## src/rtl/risc_lsu_pkg.sv

```systemverilog
// rtl/risc_lsu_pkg.sv - shared encodings and alignment helper for the MEM-stage load/store unit
package risc_lsu_pkg;

    localparam logic [1:0] SZ_BYTE = 2'b00;
    localparam logic [1:0] SZ_HALF = 2'b01;
    localparam logic [1:0] SZ_WORD = 2'b10;
    localparam logic [1:0] SZ_RSVD = 2'b11;

    typedef enum logic [1:0] {
        ST_IDLE   = 2'd0,
        ST_ACCESS = 2'd1,
        ST_WRITE  = 2'd2
    } state_e;

    function automatic logic is_misaligned(input logic [1:0] size, input logic [1:0] lo);
        case (size)
            SZ_HALF: return lo[0];
            SZ_WORD: return (lo != 2'b00);
            default: return 1'b0;
        endcase
    endfunction

endpackage

```

## src/rtl/lsu_lane_align.sv

```systemverilog
// rtl/lsu_lane_align.sv - little-endian lane extract/extend for loads and lane merge for stores
module lsu_lane_align
    import risc_lsu_pkg::*;
(
    input  logic [31:0] rword_i,
    input  logic [1:0]  lo_i,
    input  logic [1:0]  size_i,
    input  logic        signed_i,
    input  logic [31:0] wdata_i,
    output logic [31:0] load_o,
    output logic [31:0] merged_o
);

    logic [4:0]  byte_sh;
    logic [4:0]  half_sh;
    logic [31:0] rshift;
    logic [7:0]  byte_v;
    logic [15:0] half_v;

    assign byte_sh = {lo_i, 3'b000};
    assign half_sh = {lo_i[1], 4'b0000};
    assign rshift  = rword_i >> byte_sh;
    assign byte_v  = rshift[7:0];
    assign half_v  = lo_i[1] ? rword_i[31:16] : rword_i[15:0];

    always_comb begin
        load_o = 32'd0;
        case (size_i)
            SZ_BYTE: load_o = {{24{signed_i & byte_v[7]}}, byte_v};
            SZ_HALF: load_o = {{16{signed_i & half_v[15]}}, half_v};
            SZ_WORD: load_o = rword_i;
            default: load_o = 32'd0;
        endcase
    end

    // Only the addressed lane is replaced; the remaining bytes come from the current memory word.
    always_comb begin
        merged_o = rword_i;
        case (size_i)
            SZ_BYTE: merged_o = (rword_i & ~(32'h0000_00FF << byte_sh)) | ({24'd0, wdata_i[7:0]} << byte_sh);
            SZ_HALF: merged_o = (rword_i & ~(32'h0000_FFFF << half_sh)) | ({16'd0, wdata_i[15:0]} << half_sh);
            SZ_WORD: merged_o = wdata_i;
            default: merged_o = rword_i;
        endcase
    end

endmodule

```

## src/rtl/mem_access_unit.sv

```systemverilog
// rtl/mem_access_unit.sv - MEM-stage load/store FSM: capture, range/alignment check, access, sub-word RMW
module mem_access_unit
    import risc_lsu_pkg::*;
#(
    parameter int DEPTH = 64,
    parameter int AW    = 32
) (
    input  logic          clk,
    input  logic          rst,
    input  logic          req_valid,
    output logic          req_ready,
    input  logic          req_write,
    input  logic [1:0]    req_size,
    input  logic          req_signed,
    input  logic [AW-1:0] req_addr,
    input  logic [31:0]   req_wdata,
    output logic          resp_valid,
    output logic          resp_err,
    output logic [31:0]   resp_rdata,
    output logic [31:0]   mem_addr,
    output logic          mem_mw,
    output logic [31:0]   mem_datain,
    input  logic [31:0]   mem_dataout
);

    localparam logic [AW-3:0] DEPTH_W = (AW-2)'(DEPTH);

    state_e        state_q, state_d;
    logic          wr_q;
    logic [1:0]    size_q;
    logic          sgn_q;
    logic [AW-1:0] addr_q;
    logic [31:0]   wdata_q;
    logic [31:0]   merged_q, merged_d;
    logic          resp_valid_q, resp_valid_d;
    logic          resp_err_q, resp_err_d;
    logic [31:0]   resp_rdata_q, resp_rdata_d;

    logic          accept;
    logic          req_err;
    logic [31:0]   load_word;
    logic [31:0]   merged_word;

    assign accept  = req_valid && (state_q == ST_IDLE);
    assign req_err = (req_size == SZ_RSVD) || is_misaligned(req_size, req_addr[1:0]) ||
                     (req_addr[AW-1:2] >= DEPTH_W);

    lsu_lane_align u_align (
        .rword_i  (mem_dataout),
        .lo_i     (addr_q[1:0]),
        .size_i   (size_q),
        .signed_i (sgn_q),
        .wdata_i  (wdata_q),
        .load_o   (load_word),
        .merged_o (merged_word)
    );

    always_ff @(posedge clk or posedge rst) begin
        if (rst) begin
            state_q      <= ST_IDLE;
            wr_q         <= 1'b0;
            size_q       <= SZ_BYTE;
            sgn_q        <= 1'b0;
            addr_q       <= '0;
            wdata_q      <= 32'd0;
            merged_q     <= 32'd0;
            resp_valid_q <= 1'b0;
            resp_err_q   <= 1'b0;
            resp_rdata_q <= 32'd0;
        end else begin
            state_q      <= state_d;
            merged_q     <= merged_d;
            resp_valid_q <= resp_valid_d;
            resp_err_q   <= resp_err_d;
            resp_rdata_q <= resp_rdata_d;
            if (accept) begin
                wr_q    <= req_write;
                size_q  <= req_size;
                sgn_q   <= req_signed;
                addr_q  <= req_addr;
                wdata_q <= req_wdata;
            end
        end
    end

    always_comb begin
        state_d = state_q;
        case (state_q)
            ST_IDLE:   if (accept && !req_err) state_d = ST_ACCESS;
            ST_ACCESS: state_d = (wr_q && (size_q != SZ_WORD)) ? ST_WRITE : ST_IDLE;
            ST_WRITE:  state_d = ST_IDLE;
            default:   state_d = ST_IDLE;
        endcase
    end

    // Response registers pulse for one cycle; rdata is zero outside a completing load.
    always_comb begin
        resp_valid_d = 1'b0;
        resp_err_d   = 1'b0;
        resp_rdata_d = 32'd0;
        merged_d     = merged_q;
        case (state_q)
            ST_IDLE: begin
                if (accept && req_err) begin
                    resp_valid_d = 1'b1;
                    resp_err_d   = 1'b1;
                end
            end
            ST_ACCESS: begin
                merged_d = merged_word;
                if (!wr_q) begin
                    resp_valid_d = 1'b1;
                    resp_rdata_d = load_word;
                end else if (size_q == SZ_WORD) begin
                    resp_valid_d = 1'b1;
                end
            end
            ST_WRITE: resp_valid_d = 1'b1;
            default: ;
        endcase
    end

    always_comb begin
        req_ready  = (state_q == ST_IDLE);
        mem_mw     = ((state_q == ST_ACCESS) && wr_q && (size_q == SZ_WORD)) || (state_q == ST_WRITE);
        mem_datain = (state_q == ST_WRITE) ? merged_q : wdata_q;
        mem_addr   = 32'(addr_q[AW-1:2]);
        resp_valid = resp_valid_q;
        resp_err   = resp_err_q;
        resp_rdata = resp_rdata_q;
    end

endmodule

```

## config.mk

```make
export PLATFORM = sky130hd
export DESIGN_NAME = mem_access_unit
export DESIGN_NICKNAME = d
export VERILOG_FILES = /design/src/rtl/risc_lsu_pkg.sv /design/src/rtl/lsu_lane_align.sv /design/src/rtl/mem_access_unit.sv
export SDC_FILE = /design/constraint.sdc
export NUM_CORES = 1
export LEC_CHECK = 0
export ABC_AREA = 1
export BUFFER_PORTS_ARGS = -buffer_cell sky130_fd_sc_hd__buf_2
export CORE_MARGIN = 2
export CORE_UTILIZATION = 44
export CTS_CLUSTER_SIZE = 24
export DETAILED_ROUTE_END_ITERATION = 12
export PLACE_DENSITY = 0.69
export SLEW_MARGIN = 10
export SYNTH_ARGS = -nofsm -noshare
export SYNTH_HDL_FRONTEND = slang
export SYNTH_SLANG_ARGS = --single-unit
```

## constraint.sdc

```tcl
create_clock -name clk -period 4.55 [get_ports clk]
set_clock_uncertainty 0.1 [all_clocks]
set_input_delay 0.455 -clock clk [delete_from_list [all_inputs] [get_ports clk]]
set_output_delay 0.455 -clock clk [all_outputs]
set_load 0.02 [all_outputs]
```

==> key figures, run 1 <==
Yosys
  – Synth warn: 0
  – Post-Syn Area: 0.007565 sq mm
  – Cells after Synth: 976
  – Sequential area share after synthesis: 44.99%
  – Post-Syn Area per Cell: 7.751 sq um
  – Number of library cell types mapped by synthesis: 26
  – Synth Register Bits: 136

Hold path
  – Worst Hold Class: input pin to asynchronous set/reset pin

Clock network
  – Post-CTS Resized: 0
  – Clock-pin transition on the worst setup and hold timing paths: 60 ps
  – Root Driver: clkbuf_16
  – Clk_lat worst skew: 430 ps
  – Bufs on Longest Clock Path: 2
  – Hold Buf Count CTS: 0
  – CTS buffer count: 17
  – CTS tree: built
  – H-tree depth: 4
  – Post-CTS setup buffer count: 0
  – # clock sinks: 136

Global route
  – Largest net degree at the start of global routing: 84
  – First-pass GRT wire length: 34,890 microns
  – Vias in the first global route: 6,583
  – Total GRT Usage: 24.76%
  – Initial antenna violation count: 0
  – Remaining global-route overflow: 0

Finish
  – Design area: 0.009042 sq mm
  – Commonest cells after routing, fill and taps aside: 268 x nand2_1, 200 x buf_2, 136 x dfrtp_1
  – Nets: 1,222
  – Layout Area Growth over Synthesis: 19.53%
  – Commonest non-fill, non-tap cell in the layout: nand2_1
  – # fillers: 1,597
  – Non-Filler Instances: 1,349
  – Area of the multi-input gates: 0.003377 sq mm
  – Antenna Cells: 0
  – Share of layout cells above drive strength 1: 28.79%
  – FF/Latch Area: 0.003403 sq mm

Timing
  – Tcrit/Tclk final: 58.26%
  – Worst-Margin Slew: 1098 ps
  – Unrepaired setup endpoints after global routing: no
  – Relative slew margins: 26.64%
  – Post-layout min period: 2651 ps
  – Slew Limit Fails: 0
  – Fin. Hold Viols: 0
  – # setup viols final: 0
  – FMAX: 377.2 MHz
  – Setup TNS: 0 ps
  – Final worst slack: 1899 ps

Routing
  – Final WL: 22,100 microns
  – DRT Pass-1 Iters: 5
  – ANT nets after route: 0
  – # DRC: 0
  – DR iter-0 viols: 624
  – Routed len/inst: 16.38 microns
  – Via/cell ratio: 5.283
  – DR vias: 7,127

Power
  – Leak pwr: 4.611 nW
  – Pwr dens: 371.9 mW/mm^2
  – Worst IR drop on VDD: 269.5 uV
  – Switching power: 0.001015 W
  – Combinational group share of total power: 17.5%
  – Reg power frac: 39.6%
  – Internal Power: 0.002349 W
  – Sw Ratio: 30.17%
  – Power share of the clock group: 42.9%

Placement
  – Pre-CTS setup slack: 2045 ps
  – Dpl cells: 1,317
  – Placed cell areas: 0.008427 sq mm
  – GPL Wtd Cong: 0.8960
  – I/O Buffers: 200
  – DP HPWL: 16,010 microns

Status
  – Status: completed

Worst setup path
  – CP Capture Type: output pin
  – End of the worst register-to-register path: resp_rdata[21]
  – Critical R2R Launch: addr_q[1]
  – R2R cell count: 5
  – Max incr delay on CP: 590 ps
  – CP max stage cell: dfrtp_1
  – Required time worst endpoint: 3990 ps
  – Worst R2R Setup Slack: 1980 ps
  – Worst setup SP type: register
  – Crit path DAT: 2100 ps
  – Crit path kind: register to output pin
  – Crit-path leading delay family: flip-flops
  – Critical path peak fanout: 27
  – Worst-path cell chain: nand2_2 > o31ai_1 > buf_2
  – Buf+Inv Stages, Crit Path: 1

Floorplan
  – Die area: 0.01826 sq mm
  – IO Pins: 203
  – Die Width: 135.1 microns
  – Core box area: 0.01670 sq mm
  – Chip height: 135.1 microns
  – Rows: 47
  – Starting Density: 45.30%

Run
  – Max Cap Viol: 0
## cell usage after synthesis (all sizes together)
| cell | instances | share of area [%] |
|---|---|---|
| o211ai | 3 | 0.30 |
| o21ai | 114 | 7.5 |
| nand3 | 52 | 3.4 |
| clkinv | 1 | 0.050 |
| a21oi | 73 | 4.8 |
| ha | 3 | 0.50 |
| clkbuf | 29 | 1.4 |
| nor3 | 1 | 0.066 |
| o31ai | 1 | 0.099 |
| a22oi | 8 | 0.79 |
| o21bai | 3 | 0.30 |
| nor2 | 69 | 3.5 |
| conb | 1 | 0.050 |
| nand4 | 9 | 0.74 |
| inv | 81 | 4.0 |
| mux2 | 55 | 8.2 |
| dfrtp | 136 | 45 |
| or2 | 7 | 0.58 |
| buf | 59 | 5.0 |
| nand2 | 271 | 14 |
## routing by layer
| layer | up-vias | track usage (%) | wire length [microns] |
|---|---|---|---|
| li1 | 3416 | - | - |
| met1 | 3307 | 35.66 | 10000 |
| met2 | 371 | 35.79 | 9332 |
| met3 | 33 | 7.733 | 2347 |
| met4 | 0 | 7.523 | 415 |
| met5 | - | 0 | 0 |
## logic make-up (layout without fill, tap and decap cells)
kind of cell	Yosys count	after routing	synth area share (%)
buf+inv	170	322	10.55
fa+ha+maj	3	3	0.4962
simple gates	409	409	21.87
mux	55	55	8.187
other cells	1	2	0.04957
flops	136	136	44.99
compound gates	202	202	13.86
## power by group through the flow
stage,Combinational [W],Sequential (W),Clock (W)
after floorplan,0.000440,0.00132,0
after global placement,0.000583,0.00135,0
after detailed placement,0.000586,0.00135,0
after CTS,0.000588,0.00133,0.00146
after global routing,0.000650,0.00134,0.00152
final,0.000590,0.00133,0.00144
## registers in the layout (all words and copies together) (netlist names)
name	count
addr_q	32
merged_q	32
resp_err	1
resp_rdata	32
resp_valid	1
sgn_q	1
size_q	2
state_q	2
wdata_q	32
wr_q	1
## layout make-up
type | count | share of cell area [%]
tap | 220 | 3.044
inverter | 82 | 3.432
multi-input combinational | 671 | 37.35
clock inverter | 15 | 2.103
sequential | 136 | 37.64
timing repair buffer | 208 | 11.73
clock buffer | 17 | 4.705
## per-stage QoR
step	hold WS, ps	power, W	utilization, %
global placement	362.0	0.001931	50.46
finish	10.98	0.003363	54.14
floorplan	349.2	0.001764	-
global route	75.07	0.003508	54.14
detailed placement	365.1	0.001936	50.46
CTS	30.66	0.003379	54.14
## worst register-to-register path, cell delays in order (launching register included)
cell     delay (ps)
dfrtp_1         560
inv_2           450
nand2_1         130
nand3_1         120
nand4_1         720
a21oi_1         400
## worst max-delay path by stage
| stage | end | slack, ps | startpoint | depth (start not counted) |
|---|---|---|---|---|
| 2_1_floorplan | addr_q[0] | 360 | rst | 1 |
| 3_3_place_gp | resp_rdata[10] | 2120 | addr_q[1] | 5 |
| 3_5_place_dp | resp_rdata[9] | 2050 | addr_q[1] | 5 |
| 5_1_grt | resp_rdata[29] | 1610 | addr_q[1] | 5 |
| 4_1_cts | mem_datain[20] | 1860 | state_q[1] | 5 |
| 6_report | mem_mw | 1900 | size_q[1] | 3 |
Power figures use the tool's default switching activity.
==> run 2: changes to the inputs <==
Clock period 4.55 ns to 2.73 ns, I/O delays scaled along.
==> key figures, run 2 (synthesis gave the netlist of run 1 again) <==
Finish
  – Layout Area Growth over Synthesis: 28.80%
  – Core Util, Final: 58.34%
  – Nets: 1,297
  – Area of the multi-input gates: 0.003377 sq mm
  – Commonest cells after routing, fill and taps aside: 268 x nand2_1, 200 x buf_2, 136 x dfrtp_1
  – Commonest non-fill, non-tap cell in the layout: nand2_1
  – Antenna Cells: 0
  – FF/Latch Area: 0.003403 sq mm
  – # fillers: 1,523
  – Share of layout cells above drive strength 1: 28.07%

Worst setup path
  – Critical R2R Launch: size_q[1]
  – Worst R2R Setup Slack: 670 ps
  – Setup crit start: state_q[1]
  – Worst-path cell chain: inv_1 > nand2_1 > o31ai_1 > buf_2
  – Crit path DAT: 2000 ps
  – Max incr delay on CP: 510 ps
  – CP max stage cell: o31ai_1
  – Buf+Inv Stages, Crit Path: 2
  – Critical path peak fanout: 14
  – CP Capture Type: output pin
  – Worst setup SP type: register
  – Crit-path leading delay family: compound AO/OA/AOI/OAI gates
  – Required time worst endpoint: 2360 ps
  – Crit path kind: register to output pin

Global route
  – Remaining global-route overflow: 0
  – Initial antenna violation count: 0
  – Largest net degree at the start of global routing: 137
  – First-pass GRT wire length: 37,720 microns
  – Vias in the first global route: 7,110
  – Total GRT Usage: 26.61%

Clock network
  – H-tree depth: 4
  – CTS tree: built
  – Bufs on Longest Clock Path: 2
  – # clock sinks: 136
  – CTS buffer count: 17
  – Post-CTS setup buffer count: 0
  – Clock-pin transition on the worst setup and hold timing paths: 60 ps
  – Root Driver: clkbuf_16
  – Clk_lat worst skew: 430 ps

Hold path
  – Worst Hold Class: input pin to register
  – Min-delay src: req_write

Routing
  – DR iter-0 viols: 685
  – DR vias: 7,334
  – Final WL: 23,590 microns
  – DRT Pass-1 Iters: 5
  – Routed len/inst: 16.57 microns
  – Via/cell ratio: 5.150
  – ANT nets after route: 0
  – # DRC: 0

Power
  – Worst IR drop on VDD: 495.4 uV
  – Combinational group share of total power: 19.5%
  – Sw Ratio: 32.40%
  – Reg power frac: 40.0%
  – Internal Power: 0.003749 W
  – Pwr dens: 569.3 mW/mm^2
  – Power share of the clock group: 40.5%
  – Leak pwr: 4.915 nW
  – Switching power: 0.001797 W

Timing
  – Fin. Hold Viols: 0
  – Worst-Margin Slew: 833.6 ps
  – Post-layout min period: 2376 ps
  – Unrepaired setup endpoints after global routing: no
  – Tcrit/Tclk final: 87.04%
  – # setup viols final: 0
  – FMAX: 420.8 MHz
  – Setup TNS: 0 ps
  – Slew Limit Fails: 0
  – Hold WS: 14.96 ps
  – Relative slew margins: 44.43%

Floorplan
  – IO Pins: 203
  – Starting Density: 45.30%
  – Core box area: 0.01670 sq mm
  – Die Width: 135.1 microns
  – Chip height: 135.1 microns
  – Rows: 47
  – Die area: 0.01826 sq mm

Status
  – Status: completed

Placement
  – I/O Buffers: 200
  – GPL Wtd Cong: 0.9614
  – DP HPWL: 16,260 microns

Run
  – Max Cap Viol: 0
[run 2: cell type report]
type / count / area share, %
clock inverters: 15 / 1.503
clock buffers: 17 / 4.366
inverters: 82 / 3.198
flip-flops and latches: 136 / 34.93
multi-input cells: 671 / 34.66
well taps: 220 / 2.825
repair buffers: 283 / 18.52
[run 2: path summary, 6_finish.rpt]
kind / end / cells after the start
max: mem_mw / 4
min: wr_q / 3
max reg2reg: resp_rdata[9] / 6
min reg2reg: merged_q[13] / 2
max in group asynchronous: wdata_q[27] / 4
min in group asynchronous: resp_rdata[22] / 4
[run 2: per-layer routing]
metal	global-route usage, %	vias up	wire length, microns
met4	8.218	0	537
met3	6.306	44	2110
li1	-	3565	-
met2	39.96	376	10410
met5	0	-	0
met1	38.27	3349	10530
[run 2: worst register-to-register path, cell delays in order, from the launching register on]
cell,delay [ps]
dfrtp_1,520
inv_1,220
nand2_1,160
o21ai_1,500
buf_4,250
a21oi_1,70
a21oi_1,140
[run 2: per-stage QoR]
step                power [W]  setup slack [ps]  area, sq um  std cells
finish               0.005547             353.7         9743       1424
CTS                  0.005564             390.1         9743       1424
global placement     0.003240             801.0         8551       1330
floorplan            0.002941             663.9         7572        977
detailed placement   0.003251             707.7         8551       1330
global route         0.005799             230.0         9743       1424
[run 2: power by group through the flow]
stage	clock (W)	sequential, W	combinational [W]
global route	0.00238	0.00223	0.00119
detailed placement	0	0.00225	0.00100
CTS	0.00228	0.00221	0.00107
floorplan	0	0.00221	0.000733
finish	0.00225	0.00222	0.00108
global placement	0	0.00225	0.000994
[run 2: what timing repair did]
item,CTS,global route
resized for setup,0,0
endpoints found under the hold margin,80,0
hold buffers,62,0
==> run 3: changes to the inputs <==
Settings changed: BUFFER_PORTS_ARGS -buffer_cell sky130_fd_sc_hd__buf_2 to not set, DONT_BUFFER_PORTS set to 1, GPL_TIMING_DRIVEN set to 0, PLACE_DENSITY 0.69 to not set.
==> key figures, run 3 (synthesis gave the netlist of run 1 again) <==
Global route
  – Vias in the first global route: 6,997
  – First-pass GRT wire length: 40,340 microns
  – Largest net degree at the start of global routing: 40
  – Initial antenna violation count: 0
  – Remaining global-route overflow: 0
  – Total GRT Usage: 29.25%

Timing
  – Hold WS: 9.578 ps
  – FMAX: 385.4 MHz
  – Worst-Margin Slew: 820.9 ps
  – Slew Limit Fails: 0
  – Relative slew margins: 44.69%
  – Final worst slack: 135.3 ps
  – Tcrit/Tclk final: 95.04%
  – Post-layout min period: 2595 ps
  – # setup viols final: 0
  – Fin. Hold Viols: 0
  – Unrepaired setup endpoints after global routing: no

Finish
  – Non-Filler Instances: 1,315
  – Antenna Cells: 0
  – # fillers: 1,576
  – Core Util, Final: 55.98%
  – Area of the multi-input gates: 0.003378 sq mm
  – Nets: 1,189
  – Layout Area Growth over Synthesis: 23.59%
  – Commonest cells after routing, fill and taps aside: 269 x nand2_1, 136 x dfrtp_1, 96 x o21ai_0
  – Share of layout cells above drive strength 1: 16.26%
  – Commonest non-fill, non-tap cell in the layout: nand2_1
  – FF/Latch Area: 0.003403 sq mm

Placement
  – GPL Wtd Cong: 0.9923
  – DP HPWL: 19,270 microns
  – Dpl cells: 1,200
  – Pre-CTS setup slack: 269.3 ps
  – I/O Buffers: 0

Worst setup path
  – Buf+Inv Stages, Crit Path: 2
  – CP max stage cell: o21ai_0
  – Crit-path leading delay family: compound AO/OA/AOI/OAI gates
  – Crit path DAT: 2220 ps
  – Critical path peak fanout: 10
  – Max incr delay on CP: 680 ps
  – Crit path kind: register to output pin
  – Worst setup SP type: register
  – CP Capture Type: output pin
  – Worst-path cell chain: nor2_2 > inv_1 > clkbuf_1 > o21ai_0
  – Required time worst endpoint: 2360 ps

Routing
  – DR vias: 7,091
  – ANT nets after route: 0
  – Via/cell ratio: 5.392
  – DRT Pass-1 Iters: 6
  – Routed len/inst: 19.67 microns
  – DR iter-0 viols: 599
  – # DRC: 0
  – Final WL: 25,860 microns

Power
  – Pwr dens: 598.7 mW/mm^2
  – Leak pwr: 4.396 nW
  – Final Power: 0.005597 W
  – Worst IR drop on VDD: 445.5 uV

Clock network
  – CTS buffer count: 17
  – H-tree depth: 4
  – Root Driver: clkbuf_16
  – Bufs on Longest Clock Path: 2
  – Clk_lat worst skew: 430 ps
  – CTS tree: built
  – Clock-pin transition on the worst setup and hold timing paths: 60 ps
  – # clock sinks: 136

Floorplan
  – Die Width: 135.1 microns
  – Chip height: 135.1 microns
  – Starting Density: 45.30%
  – Rows: 47
  – Die area: 0.01826 sq mm
  – Core box area: 0.01670 sq mm
  – IO Pins: 203

Hold path
  – Worst Hold Class: input pin to register

Status
  – Status: completed

Run
  – Max Cap Viol: 0
[run 3: cell types whose count changed in the layout (fill, tap and decap cells not counted), sizes merged]
cell | before | now
clkinv | 3 | 8
inv | 91 | 81
clkinvlp | 3 | 2
buf | 221 | 62
dlygate4sd3 | 62 | 84
bufinv | 0 | 2
clkbuf | 17 | 49
[run 3: layout make-up]
cell class	instances	share of cell area (%)
clock buffer	20	4.992
buffer	88	5.246
sequential	136	36.40
tap	220	2.944
clock inverter	11	1.312
timing repair buffer	87	9.636
multi-input combinational	671	36.13
inverter	82	3.332
[run 3: worst paths after layout]
check | startpoint | cells past startpoint | slack (ps) | endpoint
worst min-delay path | mem_dataout[11] | 4 | 10 | merged_q[11]
worst max register to register | state_q[0] | 6 | 620 | wdata_q[4]
max in group asynchronous | rst | 4 | 1310 | addr_q[3]
min in group asynchronous | rst | 2 | 350 | resp_rdata[21]
worst max-delay path | state_q[0] | 4 | 140 | mem_datain[21]
worst min register to register | merged_q[30] | 2 | 380 | merged_q[30]
[run 3: worst reg2reg max path: stages (launching register included)]
cell and delay (ps):
dfrtp_1 400, nor2_1 440, nand2_1 130, buf_2 230, buf_2 210, buf_1 280
a21oi_1 240
[run 3: metrics by stage]
stage	cell area [sq um]	setup TNS [ps]
6_report	9349	0
5_1_grt	9349	0
4_1_cts	9338	-51.48
3_5_place_dp	7908	0
3_3_place_gp	7848	-11740
2_1_floorplan	7572	0
[run 3: metal layers]
metal | track usage, % | vias up | share of wire, %
met1 | 39.83 | 3335 | 42
met4 | 10.24 | 0 | 2.7
met5 | 0 | - | 0
met2 | 45.21 | 355 | 45
met3 | 7.770 | 55 | 10
li1 | - | 3346 | -
[run 3: power by group]
part | switching [W] | total, W | internal [W] | leakage [nW]
Combinational | 0.000663 | 0.00106 | 0.000396 | 2.51
Clock | 0.000912 | 0.00232 | 0.00141 | 0.292
Sequential | 0.0000974 | 0.00221 | 0.00212 | 1.59
Total | 0.00167 | 0.00560 | 0.00392 | 4.40
[run 3: repair_timing]
item                                    4_1_cts  5_1_grt
endpoints found under the setup margin        4        8
gates resized for setup                       2        5
hold buffers                                 84        0
endpoints found under the hold margin       118        0
setup buffers                                 0        0
